### src/rtl/fetch_unit_if.sv
// -----------------------------------------------------------------------------
// fetch_unit_if
//   Groups the fetch stage's handshake and bus signals.
//   - imem request  : imem_req_valid/ready/addr (fetch -> memory)
//   - imem response : imem_rsp_valid/data       (memory -> fetch, no backpressure)
//   - redirect      : redirect_valid/pc         (back end -> fetch)
//   - decode output : inst_valid/ready, inst, pc (fetch -> decode)
//   modport master : the fetch unit's view
//   modport slave  : the environment's view (memory, back end, decode)
// -----------------------------------------------------------------------------
interface fetch_unit_if;
  logic        imem_req_valid;
  logic        imem_req_ready;
  logic [63:0] imem_req_addr;
  logic        imem_rsp_valid;
  logic [31:0] imem_rsp_data;
  logic        redirect_valid;
  logic [63:0] redirect_pc;
  logic        inst_valid;
  logic        inst_ready;
  logic [31:0] inst;
  logic [63:0] pc;

  modport master (
    output imem_req_valid, imem_req_addr, inst_valid, inst, pc,
    input  imem_req_ready, imem_rsp_valid, imem_rsp_data,
           redirect_valid, redirect_pc, inst_ready
  );

  modport slave (
    input  imem_req_valid, imem_req_addr, inst_valid, inst, pc,
    output imem_req_ready, imem_rsp_valid, imem_rsp_data,
           redirect_valid, redirect_pc, inst_ready
  );
endinterface

### src/rtl/fetch_unit.sv
// -----------------------------------------------------------------------------
// fetch_unit
//   Instruction fetch stage. Holds the fetch PC, issues in-order 32-bit word
//   requests, buffers returned words with their PCs in a first-word
//   fall-through FIFO and hands them to decode. A redirect flushes the FIFO and
//   marks every outstanding request as stale so its response is dropped.
// Ports
//   clk  : clock, all state on posedge
//   rst  : asynchronous active-high reset
//   bus  : fetch_unit_if.master (imem request/response, redirect, decode side)
// -----------------------------------------------------------------------------

// Invariant checks on the credit scheme and the memory contract.
module fetch_unit_chk #(
  parameter int unsigned CW        = 3,
  parameter int unsigned BUF_DEPTH = 4
) (
  input logic          clk,
  input logic          rst,
  input logic          push,
  input logic          rsp_valid,
  input logic [CW-1:0] count,
  input logic [CW-1:0] pend
);
  localparam logic [CW:0] DEPTH_W = (CW+1)'(BUF_DEPTH);

  a_no_overflow: assert property (@(posedge clk) disable iff (rst)
    push |-> ({1'b0, count} < DEPTH_W));

  a_credit: assert property (@(posedge clk) disable iff (rst)
    ({1'b0, pend} + {1'b0, count}) <= DEPTH_W);

  a_rsp_has_req: assert property (@(posedge clk) disable iff (rst)
    rsp_valid |-> (pend != {CW{1'b0}}));
endmodule

module fetch_unit #(
  parameter logic [63:0] RESET_PC  = 64'h0000_0000_8000_0000,
  parameter int unsigned BUF_DEPTH = 4
) (
  input logic          clk,
  input logic          rst,
  fetch_unit_if.master bus
);
  localparam int unsigned PW      = $clog2(BUF_DEPTH);
  localparam int unsigned CW      = PW + 1;
  localparam logic [CW:0] DEPTH_W = (CW+1)'(BUF_DEPTH);
  localparam logic [PW-1:0] PTR_ONE = PW'(1);
  localparam logic [CW-1:0] CNT_ONE = CW'(1);

  logic [63:0]   r_fetch_pc;
  logic [63:0]   r_rsp_pc;
  logic [CW-1:0] r_pend;
  logic [CW-1:0] r_stale;
  logic [CW-1:0] r_count;
  logic [PW-1:0] r_wr_ptr;
  logic [PW-1:0] r_rd_ptr;
  logic [31:0]   r_buf_inst [BUF_DEPTH];
  logic [63:0]   r_buf_pc   [BUF_DEPTH];

  logic          w_credit;
  logic          w_req_valid;
  logic          w_req_fire;
  logic          w_stale_any;
  logic          w_push;
  logic          w_pop;
  logic [CW-1:0] w_pend_next;
  logic [CW-1:0] w_count_next;
  logic [63:0]   w_redir_pc;

  // Outstanding requests plus buffered words may never exceed the FIFO size,
  // which guarantees every live response has a free slot.
  assign w_credit    = ({1'b0, r_pend} + {1'b0, r_count}) < DEPTH_W;
  // Gated by rst so the request line is quiet while reset is held.
  assign w_req_valid = !rst && !bus.redirect_valid && w_credit;
  assign w_req_fire  = w_req_valid && bus.imem_req_ready;
  assign w_stale_any = (r_stale != {CW{1'b0}});
  assign w_push      = bus.imem_rsp_valid && !bus.redirect_valid && !w_stale_any;
  // A pop in a redirect cycle is ignored; the flush wins.
  assign w_pop       = (r_count != {CW{1'b0}}) && bus.inst_ready && !bus.redirect_valid;
  assign w_redir_pc  = {bus.redirect_pc[63:2], 2'b00};

  assign bus.imem_req_valid = w_req_valid;
  assign bus.imem_req_addr  = r_fetch_pc;
  assign bus.inst_valid     = (r_count != {CW{1'b0}});
  assign bus.inst           = r_buf_inst[r_rd_ptr];
  assign bus.pc             = r_buf_pc[r_rd_ptr];

  // Pending-count bookkeeping: +1 per accepted request, -1 per response (live or stale).
  always_comb begin
    w_pend_next = r_pend;
    case ({w_req_fire, bus.imem_rsp_valid})
      2'b10:   w_pend_next = r_pend + CNT_ONE;
      2'b01:   w_pend_next = r_pend - CNT_ONE;
      default: w_pend_next = r_pend;
    endcase
  end

  // FIFO occupancy update for push/pop combinations.
  always_comb begin
    w_count_next = r_count;
    case ({w_push, w_pop})
      2'b10:   w_count_next = r_count + CNT_ONE;
      2'b01:   w_count_next = r_count - CNT_ONE;
      default: w_count_next = r_count;
    endcase
  end

  // Fetch state, FIFO storage and pointers.
  always_ff @(posedge clk or posedge rst) begin
    if (rst) begin
      r_fetch_pc <= RESET_PC;
      r_rsp_pc   <= RESET_PC;
      r_pend     <= {CW{1'b0}};
      r_stale    <= {CW{1'b0}};
      r_count    <= {CW{1'b0}};
      r_wr_ptr   <= {PW{1'b0}};
      r_rd_ptr   <= {PW{1'b0}};
      for (int i = 0; i < BUF_DEPTH; i++) begin
        r_buf_inst[i] <= 32'h0000_0000;
        r_buf_pc[i]   <= 64'h0000_0000_0000_0000;
      end
    end else begin
      r_pend <= w_pend_next;
      if (bus.redirect_valid) begin
        // Everything still outstanding after this cycle belongs to the old path.
        r_fetch_pc <= w_redir_pc;
        r_rsp_pc   <= w_redir_pc;
        r_stale    <= w_pend_next;
        r_count    <= {CW{1'b0}};
        r_wr_ptr   <= {PW{1'b0}};
        r_rd_ptr   <= {PW{1'b0}};
      end else begin
        if (w_req_fire) begin
          r_fetch_pc <= r_fetch_pc + 64'd4;
        end else begin
          r_fetch_pc <= r_fetch_pc;
        end
        if (bus.imem_rsp_valid && w_stale_any) begin
          r_stale <= r_stale - CNT_ONE;
        end else begin
          r_stale <= r_stale;
        end
        if (w_push) begin
          r_buf_inst[r_wr_ptr] <= bus.imem_rsp_data;
          r_buf_pc[r_wr_ptr]   <= r_rsp_pc;
          r_wr_ptr             <= r_wr_ptr + PTR_ONE;
          r_rsp_pc             <= r_rsp_pc + 64'd4;
        end else begin
          r_wr_ptr <= r_wr_ptr;
          r_rsp_pc <= r_rsp_pc;
        end
        if (w_pop) begin
          r_rd_ptr <= r_rd_ptr + PTR_ONE;
        end else begin
          r_rd_ptr <= r_rd_ptr;
        end
        r_count <= w_count_next;
      end
    end
  end

  fetch_unit_chk #(.CW(CW), .BUF_DEPTH(BUF_DEPTH)) u_chk (
    .clk       (clk),
    .rst       (rst),
    .push      (w_push),
    .rsp_valid (bus.imem_rsp_valid),
    .count     (r_count),
    .pend      (r_pend)
  );
endmodule

### src/flat_wrapper.sv
// flat-port wrapper written by rule: the top's interface ports become plain ports
module fetch_unit_flat 
#(
  parameter logic [63:0] RESET_PC  = 64'h0000_0000_8000_0000,
  parameter int unsigned BUF_DEPTH = 4
)
  (clk, rst, bus_imem_req_valid, bus_imem_req_addr, bus_inst_valid, bus_inst, bus_pc, bus_imem_req_ready, bus_imem_rsp_valid, bus_imem_rsp_data, bus_redirect_valid, bus_redirect_pc, bus_inst_ready);
  fetch_unit_if bus_i ();
  input logic clk;
  input logic rst;
  output wire logic [$bits(bus_i.imem_req_valid)-1:0] bus_imem_req_valid;
  output wire logic [$bits(bus_i.imem_req_addr)-1:0] bus_imem_req_addr;
  output wire logic [$bits(bus_i.inst_valid)-1:0] bus_inst_valid;
  output wire logic [$bits(bus_i.inst)-1:0] bus_inst;
  output wire logic [$bits(bus_i.pc)-1:0] bus_pc;
  input wire logic [$bits(bus_i.imem_req_ready)-1:0] bus_imem_req_ready;
  input wire logic [$bits(bus_i.imem_rsp_valid)-1:0] bus_imem_rsp_valid;
  input wire logic [$bits(bus_i.imem_rsp_data)-1:0] bus_imem_rsp_data;
  input wire logic [$bits(bus_i.redirect_valid)-1:0] bus_redirect_valid;
  input wire logic [$bits(bus_i.redirect_pc)-1:0] bus_redirect_pc;
  input wire logic [$bits(bus_i.inst_ready)-1:0] bus_inst_ready;
  assign bus_imem_req_valid = bus_i.imem_req_valid;
  assign bus_imem_req_addr = bus_i.imem_req_addr;
  assign bus_inst_valid = bus_i.inst_valid;
  assign bus_inst = bus_i.inst;
  assign bus_pc = bus_i.pc;
  assign bus_i.imem_req_ready = bus_imem_req_ready;
  assign bus_i.imem_rsp_valid = bus_imem_rsp_valid;
  assign bus_i.imem_rsp_data = bus_imem_rsp_data;
  assign bus_i.redirect_valid = bus_redirect_valid;
  assign bus_i.redirect_pc = bus_redirect_pc;
  assign bus_i.inst_ready = bus_inst_ready;
  fetch_unit #(.RESET_PC(RESET_PC), .BUF_DEPTH(BUF_DEPTH)) u_core (.clk(clk), .rst(rst), .bus(bus_i));
endmodule
### config.mk
export PLATFORM = sky130hd
export DESIGN_NAME = fetch_unit_flat
export DESIGN_NICKNAME = d
export VERILOG_FILES = /design/src/rtl/fetch_unit_if.sv /design/src/rtl/fetch_unit.sv /design/src/flat_wrapper.sv
export SDC_FILE = /design/constraint.sdc
export NUM_CORES = 1
export LEC_CHECK = 0
export CAP_MARGIN = 20
export CORE_ASPECT_RATIO = 2
export CORE_MARGIN = 2
export CORE_UTILIZATION = 42
export CTS_CLUSTER_SIZE = 30
export DETAILED_ROUTE_END_ITERATION = 12
export GPL_ROUTABILITY_DRIVEN = 0
export PLACE_DENSITY_LB_ADDON = 0.3
export SYNTH_ARGS = -nofsm -noshare
export SYNTH_HDL_FRONTEND = slang
export SYNTH_HIERARCHICAL = 1
export SYNTH_SLANG_ARGS = --single-unit
### constraint.sdc
create_clock -name clk -period 22.2 [get_ports clk]
set_input_delay 5.55 -clock clk [delete_from_list [all_inputs] [get_ports clk]]
set_output_delay 5.55 -clock clk [all_outputs]
set_load 0.005 [all_outputs]
## Yosys cells after proc, flatten, opt, wreduce, memory -nomap -nowiden

Cells that the tools add are included.

- Reductions and logical operators: 20
- $add $sub $neg: 10
- Multiplexer cells: 25
- Bitwise operators: 3
- Eq/ne operators: 4
- $lt $le $gt $ge: 4

Operators with widths:

| operator | number |
|---|---|
| 2-to-1 mux 64 bit | 7 |
| bitwise mux 256 bit | 1 |
| adder 64 x 3 -> 64 bit, second input constant | 2 |
| binary-select mux 64 bit (select 2 bit) | 1 |
| bitwise mux 128 bit | 1 |
| demux 64 bit (select 2 bit) | 1 |
| 2-to-1 mux 32 bit | 3 |
| binary-select mux 32 bit (select 2 bit) | 1 |
| demux 32 bit (select 2 bit) | 1 |
| one-hot mux 3 bit (2 select lines) | 2 |
| logical AND 1 bit | 9 |
| 2-to-1 mux 3 bit | 3 |
| nonzero test 3 bit | 3 |
| subtractor 3 x 1 -> 3 bit, second input constant | 3 |
| 2-to-1 mux 2 bit | 4 |
| nonzero test 2 bit | 4 |
| adder 3 x 1 -> 3 bit, second input constant | 2 |
| >= comparator 3 bit, second input constant | 2 |
| inverter 2 -> 3 bit | 2 |
| adder 2 x 1 -> 2 bit, second input constant | 2 |
| adder 3 x 3 -> 4 bit | 1 |
| equality test 2 x 1 -> 1 bit, second input constant | 2 |
| equality test 2 bit, second input constant | 2 |
| < comparator 4 x 3 -> 1 bit, second input constant | 1 |
| other kinds (4) | 6 |

- Input bits: 102
- Word-level logic and storage cells: 81
- Register bits: 525
- Output and inout port bits: 162

## Logic depth before layout (Yosys ltp)

Gate-level depths: netlist of the first run.

- Depth in word-level cells: 7
- Mapped depth: 15
- Gate-level depth less buffers: 12

## Worst setup path after synthesis of the first run

OpenSTA, ideal clock, no wires.

- Path type: input port to output port
- Start point: in bus_redirect_valid
- End point: out bus_imem_req_valid
- Arrival time: 6.412 ns
- Cell stages on the path: 4
- Required time: 16.650 ns
- Setup slack: 10.238 ns
- Path buffers: 2
- Cell sequence: clkinv_1 > clkbuf_1 > clkbuf_1 > and3_1

- Word-level cells in the longest chain between the ends: 3

Ends and longest elaborated chain:

| item | RTL line | RTL |
|---|---|---|
| from (decl) | flat_wrapper.sv:19 | `input wire logic [$bits(bus_i.redirect_valid)-1:0] bus_redirect_valid;` |
| logical NOT 1 bit | fetch_unit.sv:75 | `assign w_req_valid = !rst && !bus.redirect_valid && w_credit;` |
| logical AND 1 bit (2 in series) | fetch_unit.sv:75 |  |
| to (decl) | flat_wrapper.sv:11 | `output wire logic [$bits(bus_i.imem_req_valid)-1:0] bus_imem_req_valid;` |

Every way passes these cells.

## Final worst setup path of the first run

- Start point: in rst
- End point: out bus_imem_req_valid

- Word-level cells in the longest chain between the ends: 3

Ends and longest elaborated chain:

| item | RTL line | RTL |
|---|---|---|
| from (decl) | flat_wrapper.sv:10 | `input logic rst;` |
| logical NOT 1 bit | fetch_unit.sv:75 |  |
| logical AND 1 bit (2 in series) | fetch_unit.sv:75 |  |

Every way passes these cells.

==> results of run 1 <==
[worst max-delay path: stages]
cell and delay (ps):
clkdlybuf4s50_1 590, nor4_1 570, and3_1 330, clkdlybuf4s50_1 550
[metrics by stage]
step / hold WS [ps] / cells / setup WS [ps] / utilization / cell area [um2]
final: 480 / 2932 / 9050 / 0.507 / 29300
after global routing: 500 / 2932 / 8940 / 0.507 / 29300
after CTS: 484 / 2929 / 9030 / 0.506 / 29200
after detailed placement: 468 / 2841 / 9040 / 0.478 / 27600
after global placement: 456 / 2841 / 9010 / 0.478 / 27600
after floorplan: 445 / 1946 / 2330 / - / 24400
[cell type report]
class / count / area share
sequential: 513 / 0.439
multi-input combinational: 1258 / 0.372
timing repair buffer: 282 / 0.0955
clock buffer: 68 / 0.0481
tap: 762 / 0.0326
clock inverter: 20 / 0.00864
inverter: 29 / 0.00398
[Yosys cell counts, types with 3 or more instances]
| cell type | count | area, um2 |
|---|---|---|
| nand3_1 | 99 | 495 |
| buf_4 | 4 | 30.0 |
| buf_2 | 6 | 30.0 |
| xnor2_1 | 24 | 210 |
| a31oi_1 | 35 | 219 |
| nor4_2 | 3 | 37.5 |
| nor3b_1 | 4 | 30.0 |
| nand3b_1 | 3 | 22.5 |
| and3_1 | 11 | 68.8 |
| mux2i_1 | 9 | 90.1 |
| buf_1 | 15 | 56.3 |
| clkbuf_1 | 119 | 447 |
| dfrtp_1 | 511 | 12800 |
| and2_1 | 15 | 93.8 |
| a21o_1 | 3 | 22.5 |
| xor2_1 | 18 | 158 |
| mux4_2 | 94 | 2120 |
| ha_1 | 11 | 138 |
| o21ai_0 | 92 | 460 |
| nand2_1 | 160 | 601 |
| o311ai_0 | 19 | 166 |
| a22oi_1 | 6 | 45.0 |
| mux2_2 | 347 | 3910 |
| o31ai_1 | 14 | 105 |
| or4_1 | 32 | 240 |
| a21oi_1 | 9 | 45.0 |
| or3_1 | 13 | 81.3 |
| o211ai_1 | 36 | 270 |
| nor3_1 | 18 | 90.1 |
| nor2_1 | 62 | 233 |
| nor4_1 | 21 | 131 |
| nand4_1 | 54 | 338 |
| inv_1 | 28 | 105 |
| and4_1 | 12 | 105 |
[flip-flops by register name, summed over array words and instances (netlist names)]
name	flops
u_core/r_count	3
u_core/r_buf_pc	248
u_core/r_stale	3
u_core/r_rd_ptr	2
u_core/r_pend	3
u_core/bus.imem_req_addr	62
u_core/r_buf_inst	128
u_core/r_wr_ptr	2
u_core/r_rsp_pc	62
[where the power goes]
part	switching (mW)	total [mW]	internal, mW
Sequential	0.157	1.29	1.13
Clock	0.367	0.870	0.502
Combinational	0.331	0.876	0.545
Total	0.855	3.04	2.18
[final timing paths]
path	slack, ps	endpoint	start
max	9050	bus_imem_req_valid	rst
max reg2reg	18550	u_core/r_rsp_pc[59]	u_core/r_rsp_pc[33]
min reg2reg	480	u_core/r_buf_pc[223]	u_core/r_buf_pc[223]
min	480	u_core/r_buf_pc[223]	u_core/r_buf_pc[223]
max in group asynchronous	14960	u_core/r_rsp_pc[56]	rst
min in group asynchronous	5770	u_core/r_buf_pc[43]	rst
[cell families (layout without fill, tap and decap cells)]
family	count (synthesis)	after routing	synth area share
flip-flops	513	513	0.527
XOR/XNOR	42	42	0.0151
adder cells (fa/ha/maj)	13	13	0.00729
AND/OR/NAND/NOR	525	525	0.113
buffers and inverters	175	399	0.0285
other	1	4	0.000154
AO/OA/AOI/OAI	224	224	0.0584
multiplexers	450	450	0.251
[layer usage]
layer / routed length (um) / GRT usage / vias to the layer above
met5: 54 / 0 / -
met4: 2340 / 0.0765 / 8
met3: 3800 / 0.0291 / 130
met2: 31700 / 0.357 / 630
met1: 28400 / 0.312 / 8847
li1: - / - / 7628
==> results.cfg, run 1 <==
[grt]
antenna_found_initial = 4
grt_pass1_wl_mm = 104
overflow = 0
track_usage = 0.222
grt_pass1_vias = 17213
grt_max_degree = 170

[hold_path]
hold-path-cell-count = 2
hp-class = reg2reg

[cells_and_area]
synthToLayoutAreaGrowth_pct = 20.1
layout_commonest_cell = dfrtp_1
antennaDiodeCount = 0
fin_nets = 2247
multiInputGateArea_um2 = 10900
mostFrequentLayoutCells = 509 x dfrtp_1, 347 x mux2_2, 256 x clkdlybuf4s50_1
drive_gt1_frac = 0.262
final-seq-area_um2 = 12800
fill_cells = 5002

[cts]
cts_hold_buffers = 0
cts-root-buf = clkbuf_16
clock_tree.buffer_depth = 3
numCtsBuffers = 48
tritoncts = yes
post_cts_buffers = 0
path_clk_slew_ps = 60
clock_sinks = 513
htreeDepth = 2
clock_latency_ps = 580
cts-resized-gates = 0

[worst_setup_path]
cp-start-kind = input port
crit_arrival_ps = 7600
cp.required_ps = 16650
crit_type = in2out
crit_path_max_fanout = 2
end_kind = output port
r2r_cells = 5

[sta]
fmax_mhz = 76.1
final.period_utilization = 0.592
finalHoldViolations = 0
worst_pin_slew_ps = 1070
maxSlewHeadroom = 0.287
clock_skew_ps = 20.2
rsz0062_at_grt = false
setup_tns_ps = 0
slew_viol_final = 0
min_period_ps = 13150
setup_viol = 0

[floorplan]
rows = 125
fp.dieH_um = 345
start_util = 0.422
fp.coreArea_um2 = 57700
die_x_um = 174
io_pins = 264
dieArea_um2 = 60100

[route]
viasPerCell = 5.88
drtPass1Iterations = 5
vias = 17243
routed_wl_mm = 66.3
ant_nets = 0
drc = 0
drt_iter0_drc = 1502
wire_per_inst_um = 22.6

[synth]
synth.cell_area_um2 = 24400
synth-seq-cells = 513
ys_warn_count = 6
seq_area_frac_synth = 0.527
synth_edf_count = 0
syn_area_per_cell_um2 = 12.5
synthCells = 1943
synth_cell_types = 60
synth-main-ff-cell = dfrtp_1
synthArstFlopShare = 1.00

[power_and_ir_drop]
vdd_ir_drop_max_mv = 0.0827
totalPowerFinal_mw = 3.04
p_per_area_nw_per_um2 = 104
leakagePower_nw = 12.6

[run_status]
status = finished clean

[place]
dp_hpwl_mm = 44.1
io_buffer_count = 257

[job]
maxCapViolations = 0
Power figures use the tool's default switching activity.
==> inputs of run 2 (changes only) <==
Clock period 22.2 ns to 10.99 ns, I/O delays scaled along.
==> run 2 against run 1 <==
Combinational power rose by 100%. Clock power is 100% higher. Final area about the same. Global-route usage is 0.20 points lower. First-iteration DRC count fell by 9.2%. Critical endpoint unchanged. Highest routed layer unchanged.
==> results.cfg, run 2 (synthesis gave the netlist of run 1 again) <==
[place]
io_buffer_count = 257
dp_hpwl_mm = 44.1
place_inst = 2843

[sta]
clock_skew_ps = 12.3
setup_viol = 0
final.period_utilization = 0.676
min_period_ps = 7430
setup_tns_ps = 0
worst_pin_slew_ps = 1020
fmax_mhz = 135
maxSlewHeadroom = 0.312
slew_viol_final = 0
rsz0062_at_grt = false
finalHoldViolations = 0

[job]
maxCapViolations = 0

[cts]
htreeDepth = 2
clock_sinks = 513
cts-resized-gates = 0
post_cts_buffers = 0
path_clk_slew_ps = 60
tritoncts = yes
numCtsBuffers = 49
clock_latency_ps = 580
cts_hold_buffers = 0
clock_tree.buffer_depth = 3
cts-root-buf = clkbuf_16

[power_and_ir_drop]
swShare = 0.282
clkPwrFrac = 0.286
totalPowerFinal_mw = 6.13
seqPwrFrac = 0.423
vdd_ir_drop_max_mv = 0.149
p_per_area_nw_per_um2 = 209
switchingPower_mw = 1.73
p_int_mw = 4.40
combPwrFrac = 0.291
leakagePower_nw = 12.6

[worst_setup_path]
cp_num_buf_inv = 2
slowest_stage = clkdlybuf4s50_1
cpPeakStageDelay_ps = 630
cpMostUsedCell = clkdlybuf4s50_1
critPathTopFamily = buffers and inverters
crit_arrival_ps = 4690
end_kind = output port
crit_path_max_fanout = 2
cp.required_ps = 8240
cp_cell_sequence = clkdlybuf4s50_1 > nor4_1 > and3_1 > clkdlybuf4s50_1
crit_type = in2out
cp-start-kind = input port

[hold_path]
hp-class = reg2reg

[route]
ant_nets = 0
drc = 0
drt_iter0_drc = 1364
drtPass1Iterations = 7
viasPerCell = 5.85
vias = 17148
routed_wl_mm = 66.1
wire_per_inst_um = 22.6

[run_status]
status = finished clean

[floorplan]
rows = 125
die_x_um = 174
start_util = 0.422
fp.dieH_um = 345
fp.coreArea_um2 = 57700
dieArea_um2 = 60100
io_pins = 264

[grt]
track_usage = 0.220
overflow = 0
grt_max_degree = 173
antenna_found_initial = 2
grt_pass1_wl_mm = 103
grt_pass1_vias = 17168

[cells_and_area]
fin_nets = 2247
synthToLayoutAreaGrowth_pct = 20.0
mostFrequentLayoutCells = 509 x dfrtp_1, 347 x mux2_2, 256 x clkdlybuf4s50_1
layout_commonest_cell = dfrtp_1
reg_top3 = u_core/r_buf_pc x248, u_core/r_buf_inst x128
final_cells = 2929
regMostFlops = u_core/r_buf_pc
largest_reg_flops = 248
drive_gt1_frac = 0.263
antennaDiodeCount = 0
## run 2: cell types whose count changed in the layout (fill, tap and decap cells not counted), sizes merged
| cell | previous run | this run |
|---|---|---|
| clkbuf | 69 | 66 |
| clkinv | 11 | 14 |
| inv | 31 | 29 |
| bufinv | 5 | 4 |
## run 2: layer usage
metal | track usage | share of wire
met1 | 0.299 | 0.43
met2 | 0.356 | 0.48
met4 | 0.0802 | 0.035
met5 | 0 | 0.00033
met3 | 0.0376 | 0.060
## run 2: area by class of cell
type | count | area [um2]
Inverter | 29 | 113
Multi-Input combinational cell | 1258 | 10900
Fill cell | 4931 | 28500
Clock buffer | 66 | 1430
Clock inverter | 20 | 225
Timing Repair Buffer | 281 | 2780
Sequential cell | 513 | 12800
Tap cell | 762 | 953
## run 2: power groups by stage
stage,logic (mW),registers (mW),clock network [mW]
5_1_grt,1.93,2.65,1.87
3_3_place_gp,1.77,2.61,0
2_1_floorplan,1.03,2.50,0
6_report,1.78,2.59,1.75
4_1_cts,1.81,2.59,1.81
3_5_place_dp,1.80,2.62,0
## run 2: worst register-to-register path, stage by stage, from the launching register on
cell and delay (ps):
dfrtp_1 560, nand3_1 230, nor4_1 680, nand4_1 880
or4_1 790, a31oi_1 180
## run 2: final timing paths
kind	start	depth (start not counted)	slack, ps	end
max	rst	4	3560	bus_imem_req_valid
min	u_core/r_buf_pc[222]	2	470	u_core/r_buf_pc[222]
max reg2reg	u_core/r_rsp_pc[34]	5	7590	u_core/r_rsp_pc[54]
min reg2reg	u_core/r_buf_pc[222]	2	470	u_core/r_buf_pc[222]
max in group asynchronous	rst	4	6310	u_core/r_buf_inst[97]
min in group asynchronous	rst	2	2700	u_core/r_buf_inst[30]
## run 2: stage by stage
stage	cell area [um2]	utilization	worst slack (ps)	hold WS (ps)
CTS	29200	0.507	3520	481
detailed placement	27600	0.478	3530	467
global route	29200	0.507	3420	497
floorplan	24400	-	1280	445
finish	29200	0.507	3560	475
global placement	27600	0.478	3560	456
